==> config.mk <==
export PLATFORM = sky130hd
export DESIGN_NAME = seq_bin2bcd_flat
export DESIGN_NICKNAME = d
export VERILOG_FILES = /design/src/rtl/seq_bin2bcd_pkg.sv /design/src/rtl/seq_bin2bcd_if.sv /design/src/rtl/seq_bin2bcd_digit_adj.sv /design/src/rtl/seq_bin2bcd.sv /design/src/flat_wrapper.sv
export SDC_FILE = /design/constraint.sdc
export NUM_CORES = 1
export LEC_CHECK = 0
export ABC_AREA = 1
export BUFFER_PORTS_ARGS = -buffer_cell sky130_fd_sc_hd__buf_4
export CAP_MARGIN = 20
export CORE_ASPECT_RATIO = 1.5
export CORE_MARGIN = 2
export CORE_UTILIZATION = 40
export CTS_BUF_LIST = sky130_fd_sc_hd__clkbuf_16
export DETAILED_ROUTE_END_ITERATION = 10
export SYNTH_ARGS = -nofsm -noshare
export SYNTH_HDL_FRONTEND = slang
export SYNTH_HIERARCHICAL = 1
export SYNTH_SLANG_ARGS = --single-unit
==> constraint.sdc <==
create_clock -name clk -period 1.48 [get_ports clk]
set_clock_uncertainty 0.15 [all_clocks]
set_input_delay 0.074 -clock clk [delete_from_list [all_inputs] [get_ports clk]]
set_output_delay 0.074 -clock clk [all_outputs]
set_load 0.02 [all_outputs]
==> src/rtl/seq_bin2bcd_pkg.sv <==
// Shared types and constants for the sequential binary-to-BCD converter.
// Holds the FSM state encoding, the double-dabble adjust constants and a power-of-ten helper.
package bcd_pkg;

    typedef enum logic [0:0] {
        IDLE  = 1'b0,
        SHIFT = 1'b1
    } state_e;

    localparam int         BCD_DIGIT_W = 4;
    localparam logic [3:0] ADJ_THRESH  = 4'd5;
    localparam logic [3:0] ADJ_ADD     = 4'd3;

    // Elaboration-time 10**n, used for the overflow limit.
    function automatic int unsigned pow10(input int n);
        int unsigned r;
        r = 1;
        for (int i = 0; i < n; i++) begin
            r = r * 10;
        end
        return r;
    endfunction

endpackage

==> src/rtl/seq_bin2bcd_if.sv <==
// Upstream start/busy/valid handshake plus the held BCD result for seq_bin2bcd.
// master drives the request side, slave is the converter.
interface seq_bin2bcd_if #(
    parameter int BIN_W  = 13,
    parameter int DIGITS = 4
);
    logic                  start;
    logic [BIN_W-1:0]      bin;
    logic                  busy;
    logic                  valid;
    logic [4*DIGITS-1:0]   bcd;
    logic                  overflow;

    modport master (
        output start, bin,
        input  busy, valid, bcd, overflow
    );

    modport slave (
        input  start, bin,
        output busy, valid, bcd, overflow
    );
endinterface

==> src/rtl/seq_bin2bcd_digit_adj.sv <==
// Combinational double-dabble cell: adds 3 to a BCD digit that is 5 or more,
// so the following left shift carries correctly into the next decimal digit.
module bcd_digit_adj
    import bcd_pkg::*;
(
    input  logic [BCD_DIGIT_W-1:0] digit_i,
    output logic [BCD_DIGIT_W-1:0] digit_o
);

    always_comb begin
        digit_o = digit_i;
        if (digit_i >= ADJ_THRESH) begin
            digit_o = digit_i + ADJ_ADD;
        end
    end

endmodule

==> src/rtl/seq_bin2bcd.sv <==
// Sequential double-dabble binary-to-BCD converter, one shift per clock, result held between conversions.
// Optional macro SEQ_BIN2BCD_AUTO_CONVERT_EN: ignore start and relaunch a conversion on every IDLE cycle.
module seq_bin2bcd
    import bcd_pkg::*;
#(
    parameter int BIN_W  = 13,
    parameter int DIGITS = 4
) (
    input  logic          clk,
    input  logic          rst_n,
    seq_bin2bcd_if.slave  bus
);

    localparam int          SCR_W   = BCD_DIGIT_W * DIGITS;
    localparam int          CNT_W   = $clog2(BIN_W + 1);
    localparam int unsigned LIMIT   = pow10(DIGITS);
    localparam logic [SCR_W-1:0] ALL_NINES = {DIGITS{4'h9}};

    state_e             state_q;
    logic [BIN_W-1:0]   shreg_q;
    logic [SCR_W-1:0]   scratch_q;
    logic [CNT_W-1:0]   count_q;
    logic               ovf_pend_q;
    logic               busy_q;
    logic               valid_q;
    logic [SCR_W-1:0]   bcd_q;
    logic               overflow_q;

    logic [SCR_W-1:0]   scr_adj;
    logic [SCR_W-1:0]   scratch_d;
    logic [BIN_W-1:0]   shreg_d;
    logic [CNT_W-1:0]   count_d;
    logic               ovf_in;
    logic               start_eff;

    genvar gi;
    generate
        for (gi = 0; gi < DIGITS; gi++) begin : g_adj
            bcd_digit_adj u_adj (
                .digit_i (scratch_q[gi*BCD_DIGIT_W +: BCD_DIGIT_W]),
                .digit_o (scr_adj[gi*BCD_DIGIT_W +: BCD_DIGIT_W])
            );
        end
    endgenerate

    // Adjusted scratch and the binary shift register move left together as one wide register.
    assign scratch_d = {scr_adj[SCR_W-2:0], shreg_q[BIN_W-1]};
    assign shreg_d   = {shreg_q[BIN_W-2:0], 1'b0};
    assign count_d   = count_q - CNT_W'(1);
    assign ovf_in    = 32'(bus.bin) >= LIMIT;

`ifdef SEQ_BIN2BCD_AUTO_CONVERT_EN
    assign start_eff = 1'b1;
`else
    assign start_eff = bus.start;
`endif

    always_ff @(posedge clk or negedge rst_n) begin
        if (!rst_n) begin
            state_q    <= IDLE;
            shreg_q    <= '0;
            scratch_q  <= '0;
            count_q    <= '0;
            ovf_pend_q <= 1'b0;
            busy_q     <= 1'b0;
            valid_q    <= 1'b0;
            bcd_q      <= '0;
            overflow_q <= 1'b0;
        end else begin
            valid_q <= 1'b0;
            case (state_q)
                IDLE: begin
                    if (start_eff) begin
                        shreg_q    <= bus.bin;
                        scratch_q  <= '0;
                        count_q    <= CNT_W'(BIN_W);
                        ovf_pend_q <= ovf_in;
                        busy_q     <= 1'b1;
                        state_q    <= SHIFT;
                    end
                end
                SHIFT: begin
                    shreg_q   <= shreg_d;
                    scratch_q <= scratch_d;
                    count_q   <= count_d;
                    // Last shift: publish the whole result on one edge so the display never sees a partial value.
                    if (count_q == CNT_W'(1)) begin
                        bcd_q      <= ovf_pend_q ? ALL_NINES : scratch_d;
                        overflow_q <= ovf_pend_q;
                        valid_q    <= 1'b1;
                        busy_q     <= 1'b0;
                        state_q    <= IDLE;
                    end
                end
                default: state_q <= IDLE;
            endcase
        end
    end

    assign bus.busy     = busy_q;
    assign bus.valid    = valid_q;
    assign bus.bcd      = bcd_q;
    assign bus.overflow = overflow_q;

endmodule

==> src/flat_wrapper.sv <==
// flat-port wrapper written by rule: the top's interface ports become plain ports
module seq_bin2bcd_flat import bcd_pkg::*;
#(
    parameter int BIN_W  = 13,
    parameter int DIGITS = 4
)
  (clk, rst_n, bus_start, bus_bin, bus_busy, bus_valid, bus_bcd, bus_overflow);
  seq_bin2bcd_if #(.BIN_W(BIN_W), .DIGITS(DIGITS)) bus_i ();
  input  logic clk;
  input  logic rst_n;
  input wire logic [$bits(bus_i.start)-1:0] bus_start;
  input wire logic [$bits(bus_i.bin)-1:0] bus_bin;
  output wire logic [$bits(bus_i.busy)-1:0] bus_busy;
  output wire logic [$bits(bus_i.valid)-1:0] bus_valid;
  output wire logic [$bits(bus_i.bcd)-1:0] bus_bcd;
  output wire logic [$bits(bus_i.overflow)-1:0] bus_overflow;
  assign bus_i.start = bus_start;
  assign bus_i.bin = bus_bin;
  assign bus_busy = bus_i.busy;
  assign bus_valid = bus_i.valid;
  assign bus_bcd = bus_i.bcd;
  assign bus_overflow = bus_i.overflow;
  seq_bin2bcd #(.BIN_W(BIN_W), .DIGITS(DIGITS)) u_core (.clk(clk), .rst_n(rst_n), .bus(bus_i));
endmodule
==> insert_results.sql, run 1 <==
INSERT INTO impl_metrics (metric_group, metric, value, unit) VALUES
('run_status', 'run_status', 'completed', ''),
('finish', 'final_core_util', '0.546', ''),
('logic_synthesis', 'mappedNetlistNets', '343', ''),
('detailed_routing', 'vias_cell', '4.77', ''),
('power', 'vdd_ir_drop_max', '941', 'µV'),
('setup_path', 'critical_path_class', 'reg2reg', ''),
('die', 'die_area', '7540', 'µm²'),
('timing', 'period_minus_ws_final', '1450', 'ps'),
('global_route', 'antenna_found_initial', '0', ''),
('hold_path', 'hold_removal_path_class', 'in2async', ''),
('finish', 'area.sequential', '1310', 'µm²'),
('die', 'die_height', '105', 'µm'),
('logic_synthesis', 'syn-mean-instance-area', '8.64', 'µm²'),
('setup_path', 'required', '1540', 'ps'),
('finish', 'diodes', '0', ''),
('global_route', 'vias_in_the_first_global_route', '2092', ''),
('place', 'dp_cells', '430', ''),
('global_route', 'grt_first_pass_wirelength', '9140', 'µm'),
('finish', 'nNetsFinal', '411', ''),
('timing', 'timing.final.crit_share', '0.980', ''),
('logic_synthesis', 'synthesis.yosys.warnings', '6', ''),
('detailed_routing', 'drtAntennaViolNets', '0', ''),
('die', 'core.rowCount', '37', ''),
('die', 'initial_standard_cell_utilization_of_the_core', '0.405', ''),
('timing', 'rsz0062_at_grt', 'true', ''),
('die', 'fp.dieW', '71.6', 'µm'),
('setup_path', 'critical_path.max_fanout', '4', ''),
('detailed_routing', 'wire_per_inst', '12.3', 'µm'),
('power', 'power.leakage', '0.00177', 'µW'),
('global_route', 'track_usage', '0.153', ''),
('detailed_routing', 'route.detailed.drc', '0', ''),
('clocking', 'clock_insertion_delay_worst_skew', '290', 'ps'),
('power', 'p_per_area', '2190', 'nW/µm²'),
('setup_path', 'reg2reg_depth', '9', ''),
('clocking', 'ctsLongestPathBuffers', '2', ''),
('logic_synthesis', 'syn-cell-area', '2740', 'µm²'),
('place', 'port-buffer-count', '33', ''),
('finish', 'area_delta_synth_final', '34.7', '%'),
('clocking', 'cts_tree', 'built', ''),
('detailed_routing', 'drt-pass1-iter-count', '4', ''),
('job', 'cap_violations', '0', ''),
('clocking', 'cts_max_level', '2', ''),
('setup_path', 'setup.worst_path.start_class', 'flip-flop', ''),
('clocking', 'numCtsBuffers', '5', ''),
('place', 'dpl.hpwl', '3660', 'µm'),
('timing', 'slew_violations', '0', ''),
('finish', 'drive_gt1_frac', '0.399', ''),
('finish', 'fillCellCount', '605', ''),
('finish', 'multiInputGateArea', '1320', 'µm²'),
('global_route', 'pin_count_of_the_biggest_net_entering_global_routing', '30', ''),
('clocking', 'clock_tree.root_cell', 'sky130_fd_sc_hd__clkbuf_16', ''),
('finish', 'layoutNonFillerInstCount', '464', ''),
('timing', 'timing.final.setup_violations', '0', ''),
('clocking', 'clkSinkCount', '52', ''),
('detailed_routing', 'overall_via_count_from_detail_route', '2214', ''),
('logic_synthesis', 'postSynthCellCount', '317', ''),
('die', 'core', '6760', 'µm²'),
('setup_path', 'cp-end-kind', 'flip-flop', ''),
('clocking', 'cts.reportedPaths.clkPinSlew', '60', 'ps'),
('timing', 'clock.fmax', '689', 'MHz'),
('detailed_routing', 'drt_iter0_markers', '111', ''),
('global_route', 'grt_overflow_total', '0', ''),
('die', 'top_level_ports', '35', ''),
('place', 'gp_routability_congestion', '0.844', ''),
('timing', 'hold_viol_final', '0', ''),
('setup_path', 'worst_ep_arrival_time', '1510', 'ps'),
('detailed_routing', 'routed_wl', '5700', 'µm');
through the flow:
step	total power [µW]	setup TNS, ps	hold WS [ps]	setup WS, ps	area [µm²]
4_1_cts	7560	0	93.0	1.33	3460
3_3_place_gp	6180	-5.11	-147	-5.11	3140
6_report	8090	0	76.6	29.3	3690
2_1_floorplan	5210	0	-372	73.8	2740
3_5_place_dp	6270	-414	-140	-89.3	3140
5_1_grt	8760	-351	109	-46.5	3690
report_power, final:
group / switching [µW] / internal [µW]
clock network: 482 / 609
logic: 2510 / 1940
registers: 501 / 2050
total: 3490 / 4600
per-layer routing:
metal	routed length (µm)	track usage
met1	2420	0.175
met2	2940	0.269
met3	202	0.0239
met4	142	0.0741
met5	0	0
cell type report:
cell class / instances / share of cell area
clock buffers: 5 / 0.0339
clock inverters: 3 / 0.00305
well taps: 78 / 0.0264
inverters: 41 / 0.0431
repair buffers: 73 / 0.183
flip-flops and latches: 52 / 0.354
multi-input cells: 212 / 0.357
timing repair:
| action | CTS | global route |
|---|---|---|
| hold buffers | 15 | 0 |
| endpoints found under the setup margin | 18 | 31 |
| pin swaps | 3 | 28 |
| hold endpoints to repair | 67 | 0 |
| gates cloned | 0 | 3 |
| gates resized for setup | 15 | 52 |
| buffers inserted | 2 | 6 |
flip-flops by register name, summed over array words and instances (netlist names):
name	count
u_core/count_q	4
u_core/shreg_q	13
u_core/scratch_q	16
u_core/bus.busy	1
u_core/state_q	1
u_core/bus.valid	1
u_core/bus.bcd	16
cells in the final DEF, fill, tap and decap left out, types with 10 or more instances in the layout:
cell type,n
sky130_fd_sc_hd__nor2_1,20
sky130_fd_sc_hd__nor2_4,11
sky130_fd_sc_hd__inv_2,20
sky130_fd_sc_hd__nand3_1,14
sky130_fd_sc_hd__o21ai_1,10
sky130_fd_sc_hd__o21ai_2,26
sky130_fd_sc_hd__o21ai_0,10
sky130_fd_sc_hd__dlygate4sd3_1,15
sky130_fd_sc_hd__nand2_2,15
sky130_fd_sc_hd__buf_4,51
sky130_fd_sc_hd__inv_1,21
sky130_fd_sc_hd__nand2_1,87
sky130_fd_sc_hd__dfrtp_1,49
final timing paths:
path | startpoint | end | slack [ps]
max reg2reg | u_core/scratch_q[9] | u_core/scratch_q[9] | 30
max | u_core/scratch_q[9] | u_core/scratch_q[9] | 30
min reg2reg | u_core/bus.bcd[7] | u_core/bus.bcd[7] | 330
max in group asynchronous | rst_n | u_core/state_q | 620
min | rst_n | u_core/bus.bcd[10] | 80
min in group clk | u_core/bus.bcd[7] | u_core/bus.bcd[7] | 330
critical path: stages, from the launching register on:
cell and delay [ps]:
sky130_fd_sc_hd__dfrtp_1 380, sky130_fd_sc_hd__inv_2 90, sky130_fd_sc_hd__ha_4 170, sky130_fd_sc_hd__nand2_2 60
sky130_fd_sc_hd__nand2_2 70, sky130_fd_sc_hd__nor2_4 140, sky130_fd_sc_hd__nand2_1 70, sky130_fd_sc_hd__nand2_1 70
sky130_fd_sc_hd__inv_2 50, sky130_fd_sc_hd__o21ai_2 140
Power figures use the tool's default switching activity.
==> run 2: changes to the inputs <==
--- a/config.mk
+++ b/config.mk
@@ -13,6 +13,7 @@
 export CORE_UTILIZATION = 40
 export CTS_BUF_LIST = sky130_fd_sc_hd__clkbuf_16
 export DETAILED_ROUTE_END_ITERATION = 10
+export HOLD_SLACK_MARGIN = 0.15
 export SYNTH_ARGS = -nofsm -noshare
 export SYNTH_HDL_FRONTEND = slang
 export SYNTH_HIERARCHICAL = 1
==> constraint.sdc (replaced) <==
create_clock -name clk -period 1.2 [get_ports clk]
set_clock_uncertainty 0.15 [all_clocks]
set_input_delay 0.06 -clock clk [delete_from_list [all_inputs] [get_ports clk]]
set_output_delay 0.06 -clock clk [all_outputs]
set_load 0.02 [all_outputs]
==> insert_results.sql, run 2 (synthesis gave the netlist of run 1 again) <==
INSERT INTO impl_metrics (metric_group, metric, value, unit) VALUES
('detailed_routing', 'overall_via_count_from_detail_route', '2391', ''),
('clocking', 'clock_insertion_delay_worst_skew', '290', 'ps'),
('finish', 'mostFrequentLayoutCell', 'sky130_fd_sc_hd__buf_4', ''),
('finish', 'diodes', '0', ''),
('die', 'die_height', '105', 'µm'),
('run_status', 'run_status', 'finished, violations left', ''),
('global_route', 'grt_overflow_total', '0', ''),
('setup_path', 'crit_buf_inv', '2', ''),
('clocking', 'numCtsBuffers', '5', ''),
('timing', 'timing.final.crit_share', '1.22', ''),
('clocking', 'cts_max_level', '2', ''),
('setup_path', 'reg2reg_depth', '8', ''),
('detailed_routing', 'wire_per_inst', '14.4', 'µm'),
('place', 'port-buffer-count', '33', ''),
('power', 'power.leakage', '0.00220', 'µW'),
('detailed_routing', 'drt-pass1-iter-count', '4', ''),
('timing', 'hold_viol_final', '0', ''),
('detailed_routing', 'vias_cell', '4.91', ''),
('detailed_routing', 'drt_iter0_markers', '89', ''),
('clocking', 'ctsLongestPathBuffers', '2', ''),
('timing', 'rsz0062_at_grt', 'true', ''),
('setup_path', 'r2r_start', 'u_core/scratch_q[12]', ''),
('global_route', 'grt_first_pass_wirelength', '11300', 'µm'),
('run_status', 'violations_in_the_final_reports', 'negative setup slack', ''),
('clocking', 'cts_tree', 'built', ''),
('hold_path', 'hold_removal_path_class', 'in2async', ''),
('setup_path', 'cell_by_cell_trace_of_the_critical_path', 'inv_2, ha_4, nor2_4, nor2_4, nand2_2, nand2_2, inv_2, o21ai_1', ''),
('place', 'pre_cts_slack', '-257', 'ps'),
('power', 'power_share_of_the_combinational_group', '0.600', ''),
('setup_path', 'required', '1260', 'ps'),
('timing', 'slew_violations', '0', ''),
('setup_path', 'setup.worst_path.start_class', 'flip-flop', ''),
('setup_path', 'cp-end-kind', 'flip-flop', ''),
('power', 'netSwitchingFraction', '0.437', ''),
('power', 'p_per_area', '2650', 'nW/µm²'),
('setup_path', 'critical_path.reg2reg.endpoint', 'u_core/scratch_q[13]', ''),
('die', 'core.rowCount', '37', ''),
('setup_path', 'critical_path.max_fanout', '3', ''),
('job', 'cap_violations', '0', ''),
('finish', 'drive_gt1_frac', '0.572', ''),
('finish', 'most-common-layout-cells', '56 x sky130_fd_sc_hd__buf_4, 52 x sky130_fd_sc_hd__nand2_1, 50 x sky130_fd_sc_hd__dfrtp_1, 27 x sky130_fd_sc_hd__o21ai_2, 26 x sky130_fd_sc_hd__nand2_2', ''),
('setup_path', 'critical_path_class', 'reg2reg', ''),
('timing', 'final_critical_path_setup_slack', '-261', 'ps'),
('finish', 'area_delta_synth_final', '57.3', '%'),
('timing', 'clock.fmax', '685', 'MHz'),
('setup_path', 'ff2ff_setup_slack', '-260', 'ps'),
('power', 'cell_internal_pwr', '6440', 'µW'),
('detailed_routing', 'route.detailed.drc', '0', ''),
('global_route', 'track_usage', '0.190', ''),
('finish', 'fillCellCount', '543', ''),
('setup_path', 'worst_ep_arrival_time', '1520', 'ps'),
('power', 'power.clock.fraction', '0.118', ''),
('die', 'core', '6760', 'µm²'),
('power', 'power_frac_seq', '0.281', ''),
('place', 'dpl.hpwl', '3990', 'µm'),
('global_route', 'vias_in_the_first_global_route', '2465', ''),
('setup_path', 'critical_path.max_stage_delay', '430', 'ps'),
('timing', 'period_minus_ws_final', '1460', 'ps'),
('timing', 'fin_hold_ws', '4.19', 'ps'),
('finish', 'layoutNonFillerInstCount', '487', ''),
('die', 'die_area', '7540', 'µm²'),
('power', 'total_power', '11400', 'µW'),
('clocking', 'clkSinkCount', '52', ''),
('finish', 'nNetsFinal', '434', ''),
('place', 'gp_routability_congestion', '0.830', ''),
('die', 'fp.dieW', '71.6', 'µm'),
('finish', 'final_core_util', '0.638', ''),
('setup_path', 'crit_family', 'flip-flops', ''),
('die', 'initial_standard_cell_utilization_of_the_core', '0.405', ''),
('setup_path', 'cpMaxStageDelayCell', 'sky130_fd_sc_hd__dfrtp_1', ''),
('detailed_routing', 'drtAntennaViolNets', '0', ''),
('clocking', 'cts.reportedPaths.clkPinSlew', '60', 'ps'),
('clocking', 'clock_tree.root_cell', 'sky130_fd_sc_hd__clkbuf_16', ''),
('place', 'dp_cells', '447', ''),
('global_route', 'pin_count_of_the_biggest_net_entering_global_routing', '29', ''),
('timing', 'timing.final.setup_violations', '50', ''),
('detailed_routing', 'routed_wl', '7030', 'µm'),
('power', 'switching_power', '5000', 'µW'),
('global_route', 'antenna_found_initial', '0', ''),
('die', 'top_level_ports', '35', ''),
('power', 'vdd_ir_drop_max', '1400', 'µV');
-- run 2: cell types whose count changed in the layout (fill, tap and decap cells not counted), moves of 3 or more --
cell,previous run,this run
sky130_fd_sc_hd__buf_12,4,9
sky130_fd_sc_hd__buf_6,1,13
sky130_fd_sc_hd__nand2_2,15,26
sky130_fd_sc_hd__nand2_1,87,52
sky130_fd_sc_hd__o21ai_0,10,3
sky130_fd_sc_hd__inv_1,21,14
sky130_fd_sc_hd__nand3_1,14,4
sky130_fd_sc_hd__nand2_4,1,25
sky130_fd_sc_hd__o21ai_1,10,15
sky130_fd_sc_hd__ha_4,7,10
sky130_fd_sc_hd__inv_2,20,25
sky130_fd_sc_hd__buf_4,51,56
sky130_fd_sc_hd__nand3_2,0,10
-- run 2: per-stage QoR --
stage,area [µm²],TNS [ps]
floorplan,2800,-3220
global placement,3320,-6110
detailed placement,3320,-6820
CTS,4090,-7760
global route,4310,-11360
finish,4310,-8320
-- run 2: worst max path at each step --
stage	from	endpoint	slack, ps	cells past startpoint
4_1_cts	u_core/scratch_q[8]	u_core/scratch_q[10]	-240	8
3_3_place_gp	u_core/scratch_q[0]	u_core/scratch_q[2]	-220	8
6_report	u_core/scratch_q[12]	u_core/scratch_q[13]	-260	8
2_1_floorplan	u_core/scratch_q[9]	u_core/scratch_q[10]	-160	9
5_1_grt	u_core/scratch_q[8]	u_core/scratch_q[10]	-320	8
3_5_place_dp	u_core/scratch_q[4]	u_core/scratch_q[6]	-260	8
-- run 2: metal layers --
| metal | vias to the layer above | wire [µm] | track usage |
|---|---|---|---|
| met3 | 7 | 170 | 0.0296 |
| met2 | 50 | 4050 | 0.341 |
| li1 | 1174 | - | - |
| met4 | 0 | 98 | 0.0741 |
| met5 | - | 0 | 0 |
| met1 | 1160 | 2710 | 0.223 |
-- run 2: area by class of cell --
cell class | instances | area, µm² | share of cell area
timing repair buffer | 96 | 972 | 0.226
inverter | 41 | 166 | 0.0386
multi-input combinational | 212 | 1630 | 0.379
sequential | 52 | 1300 | 0.302
tap | 78 | 97.6 | 0.0226
clock buffer | 5 | 125 | 0.0290
clock inverter | 3 | 11.3 | 0.00261
-- run 2: what timing repair did --
item | in CTS | in global routing
endpoints found under the hold margin | 68 | 16
pin swaps | 26 | 32
setup buffers | 11 | 7
resized for setup | 79 | 66
cloned | 4 | 3
endpoints found under the setup margin | 52 | 52
hold buffers | 15 | 1
-- run 2: power groups by stage --
stage | sequential, µW | combinational, µW | clock [µW]
after global placement | 3060 | 5170 | 0
after detailed placement | 3080 | 5270 | 0
after CTS | 3130 | 6220 | 1400
final | 3220 | 6870 | 1360
after floorplan | 3340 | 3330 | 0
after global routing | 3310 | 7510 | 1470
==> run 3: changes to the inputs <==
--- a/config.mk
+++ b/config.mk
@@ -10,10 +10,11 @@
 export CAP_MARGIN = 20
 export CORE_ASPECT_RATIO = 1.5
 export CORE_MARGIN = 2
-export CORE_UTILIZATION = 40
+export CORE_UTILIZATION = 52
 export CTS_BUF_LIST = sky130_fd_sc_hd__clkbuf_16
 export DETAILED_ROUTE_END_ITERATION = 10
 export HOLD_SLACK_MARGIN = 0.15
+export PLACE_DENSITY = 0.76
 export SYNTH_ARGS = -nofsm -noshare
 export SYNTH_HDL_FRONTEND = slang
 export SYNTH_HIERARCHICAL = 1
==> constraint.sdc (replaced) <==
create_clock -name clk -period 1.3 [get_ports clk]
set_clock_uncertainty 0.15 [all_clocks]
set_input_delay 0.065 -clock clk [delete_from_list [all_inputs] [get_ports clk]]
set_output_delay 0.065 -clock clk [all_outputs]
set_load 0.02 [all_outputs]
==> insert_results.sql, run 3 (synthesis gave the netlist of run 1 again) <==
INSERT INTO impl_metrics (metric_group, metric, value, unit) VALUES
('setup_path', 'ff2ff_setup_slack', '-180', 'ps'),
('timing', 'timing.final.crit_share', '1.14', ''),
('setup_path', 'cpMaxStageDelayCell', 'sky130_fd_sc_hd__dfrtp_1', ''),
('setup_path', 'most_frequent_cell_on_the_critical_path', 'sky130_fd_sc_hd__nand2_4', ''),
('global_route', 'pin_count_of_the_biggest_net_entering_global_routing', '30', ''),
('clocking', 'count_of_hold_fix_buffers_inserted_at_cts', '15', ''),
('timing', 'slew_violations', '0', ''),
('detailed_routing', 'route.detailed.drc', '0', ''),
('detailed_routing', 'overall_via_count_from_detail_route', '2379', ''),
('timing', 'fin_hold_ws', '63.7', 'ps'),
('job', 'cap_violations', '0', ''),
('setup_path', 'required', '1360', 'ps'),
('setup_path', 'worst_ep_arrival_time', '1540', 'ps'),
('clocking', 'cts_max_level', '2', ''),
('clocking', 'cts_tree', 'built', ''),
('clocking', 'clock_tree.root_cell', 'sky130_fd_sc_hd__clkbuf_16', ''),
('finish', 'fin_area', '3940', 'µm²'),
('clocking', 'numCtsBuffers', '5', ''),
('global_route', 'track_usage', '0.237', ''),
('detailed_routing', 'wire_per_inst', '14.6', 'µm'),
('die', 'top_level_ports', '35', ''),
('power', 'vdd_ir_drop_max', '1220', 'µV'),
('setup_path', 'cell_by_cell_trace_of_the_critical_path', 'ha_4, nand2_4, nand2_4, nor2_4, nand2_2, o21ai_2, inv_2, o21ai_4', ''),
('timing', 'period_minus_ws_final', '1480', 'ps'),
('global_route', 'antenna_found_initial', '0', ''),
('setup_path', 'critical_path.max_stage_delay', '430', 'ps'),
('place', 'placed_cell_area', '3230', 'µm²'),
('finish', 'diodes', '0', ''),
('detailed_routing', 'routed_wl', '6740', 'µm'),
('timing', 'rsz0062_at_grt', 'true', ''),
('die', 'core', '5120', 'µm²'),
('die', 'initial_standard_cell_utilization_of_the_core', '0.535', ''),
('place', 'gp_routability_congestion', '0.880', ''),
('detailed_routing', 'vias_cell', '5.15', ''),
('die', 'die_height', '92.9', 'µm'),
('clocking', 'ctsLongestPathBuffers', '2', ''),
('timing', 'timing.final.setup_violations', '39', ''),
('setup_path', 'cp-end-kind', 'flip-flop', ''),
('die', 'die_area', '5880', 'µm²'),
('run_status', 'violations_in_the_final_reports', 'negative setup slack', ''),
('setup_path', 'critical_path.max_fanout', '3', ''),
('die', 'fp.dieW', '63.3', 'µm'),
('finish', 'nNetsFinal', '419', ''),
('finish', 'most-common-layout-cells', '79 x sky130_fd_sc_hd__nand2_1, 56 x sky130_fd_sc_hd__buf_4, 50 x sky130_fd_sc_hd__dfrtp_1, 33 x sky130_fd_sc_hd__o21ai_2, 25 x sky130_fd_sc_hd__inv_2', ''),
('global_route', 'grt_overflow_total', '0', ''),
('global_route', 'grt_first_pass_wirelength', '10800', 'µm'),
('timing', 'clock.fmax', '677', 'MHz'),
('detailed_routing', 'drt-pass1-iter-count', '4', ''),
('detailed_routing', 'drtAntennaViolNets', '0', ''),
('clocking', 'clock_insertion_delay_worst_skew', '290', 'ps'),
('setup_path', 'setup.worst_path.start_class', 'flip-flop', ''),
('die', 'core.rowCount', '32', ''),
('timing', 'final_critical_path_setup_slack', '-178', 'ps'),
('power', 'power.leakage', '0.00186', 'µW'),
('finish', 'drive_gt1_frac', '0.485', ''),
('run_status', 'run_status', 'finished, violations left', ''),
('power', 'p_per_area', '2580', 'nW/µm²'),
('place', 'port-buffer-count', '33', ''),
('global_route', 'vias_in_the_first_global_route', '2399', ''),
('timing', 'hold_viol_final', '0', ''),
('finish', 'mostFrequentLayoutCell', 'sky130_fd_sc_hd__nand2_1', ''),
('setup_path', 'critical_path_class', 'reg2reg', ''),
('finish', 'area_delta_synth_final', '43.7', '%'),
('clocking', 'clkSinkCount', '52', ''),
('hold_path', 'hold_removal_path_class', 'in2async', ''),
('clocking', 'cts.reportedPaths.clkPinSlew', '70', 'ps'),
('place', 'dpl.hpwl', '3800', 'µm'),
('detailed_routing', 'drt_iter0_markers', '133', '');
[run 3: stage by stage]
step	cells	worst slack [ps]	setup TNS [ps]	utilization	power [µW]
final	462	-178	-3580	0.768	10200
after global routing	462	-278	-6290	0.768	10800
after CTS	457	-178	-2620	0.728	9420
after detailed placement	429	-174	-2690	0.630	7450
after global placement	429	-156	-1700	0.630	7280
after floorplan	317	-57.5	-540	-	6100
[run 3: metal layers]
layer / part of all wire / wire length [µm] / global-route usage
met3: 0.034 / 228 / 0.0425
met2: 0.56 / 3800 / 0.439
met1: 0.36 / 2440 / 0.259
met5: 0 / 0 / 0
met4: 0.040 / 271 / 0.112
[run 3: critical path, delay by kind of cell (launching register included)]
family,cells,cell delay [ps]
DFF,1,430
and+or+nand+nor,4,340
AOI/OAI and AO/OA,2,210
adders and majority gates,1,190
buffers and inverters,1,70
[run 3: timing repair]
action | 4_1_cts | 5_1_grt
cloned | 2 | 1
pin swaps | 21 | 30
setup buffers | 3 | 5
resized for setup | 44 | 45
endpoints found under the setup margin | 33 | 47
endpoints found under the hold margin | 86 | 23
[run 3: path summary, 6_finish.rpt]
check                                           end            startpoint  cells past startpoint
max in group asynchronous       u_core/scratch_q[8]                 rst_n                      3
worst max-delay path             u_core/bus.bcd[14]  u_core/scratch_q[12]                      8
worst max register to register   u_core/bus.bcd[14]  u_core/scratch_q[12]                      8
worst min-delay path              u_core/shreg_q[4]                 rst_n                      2
min in group clk                  u_core/bus.bcd[6]     u_core/bus.bcd[6]                      2
worst min register to register    u_core/bus.bcd[6]     u_core/bus.bcd[6]                      2
[run 3: power breakdown]
part           leakage (µW)  internal [µW]  total (µW)  switching (µW)
sequential         0.000657           2330        2960             637
combinational       0.00112           2610        5930            3330
clock             0.0000764            703        1260             553
[run 3: area by class of cell]
type	instances	area [µm²]
multi-input cells	212	1480
flip-flops and latches	52	1300
fillers	342	1190
repair buffers	81	768
inverters	41	161
clock buffers	5	125
well taps	68	85.1
clock inverters	3	16.3
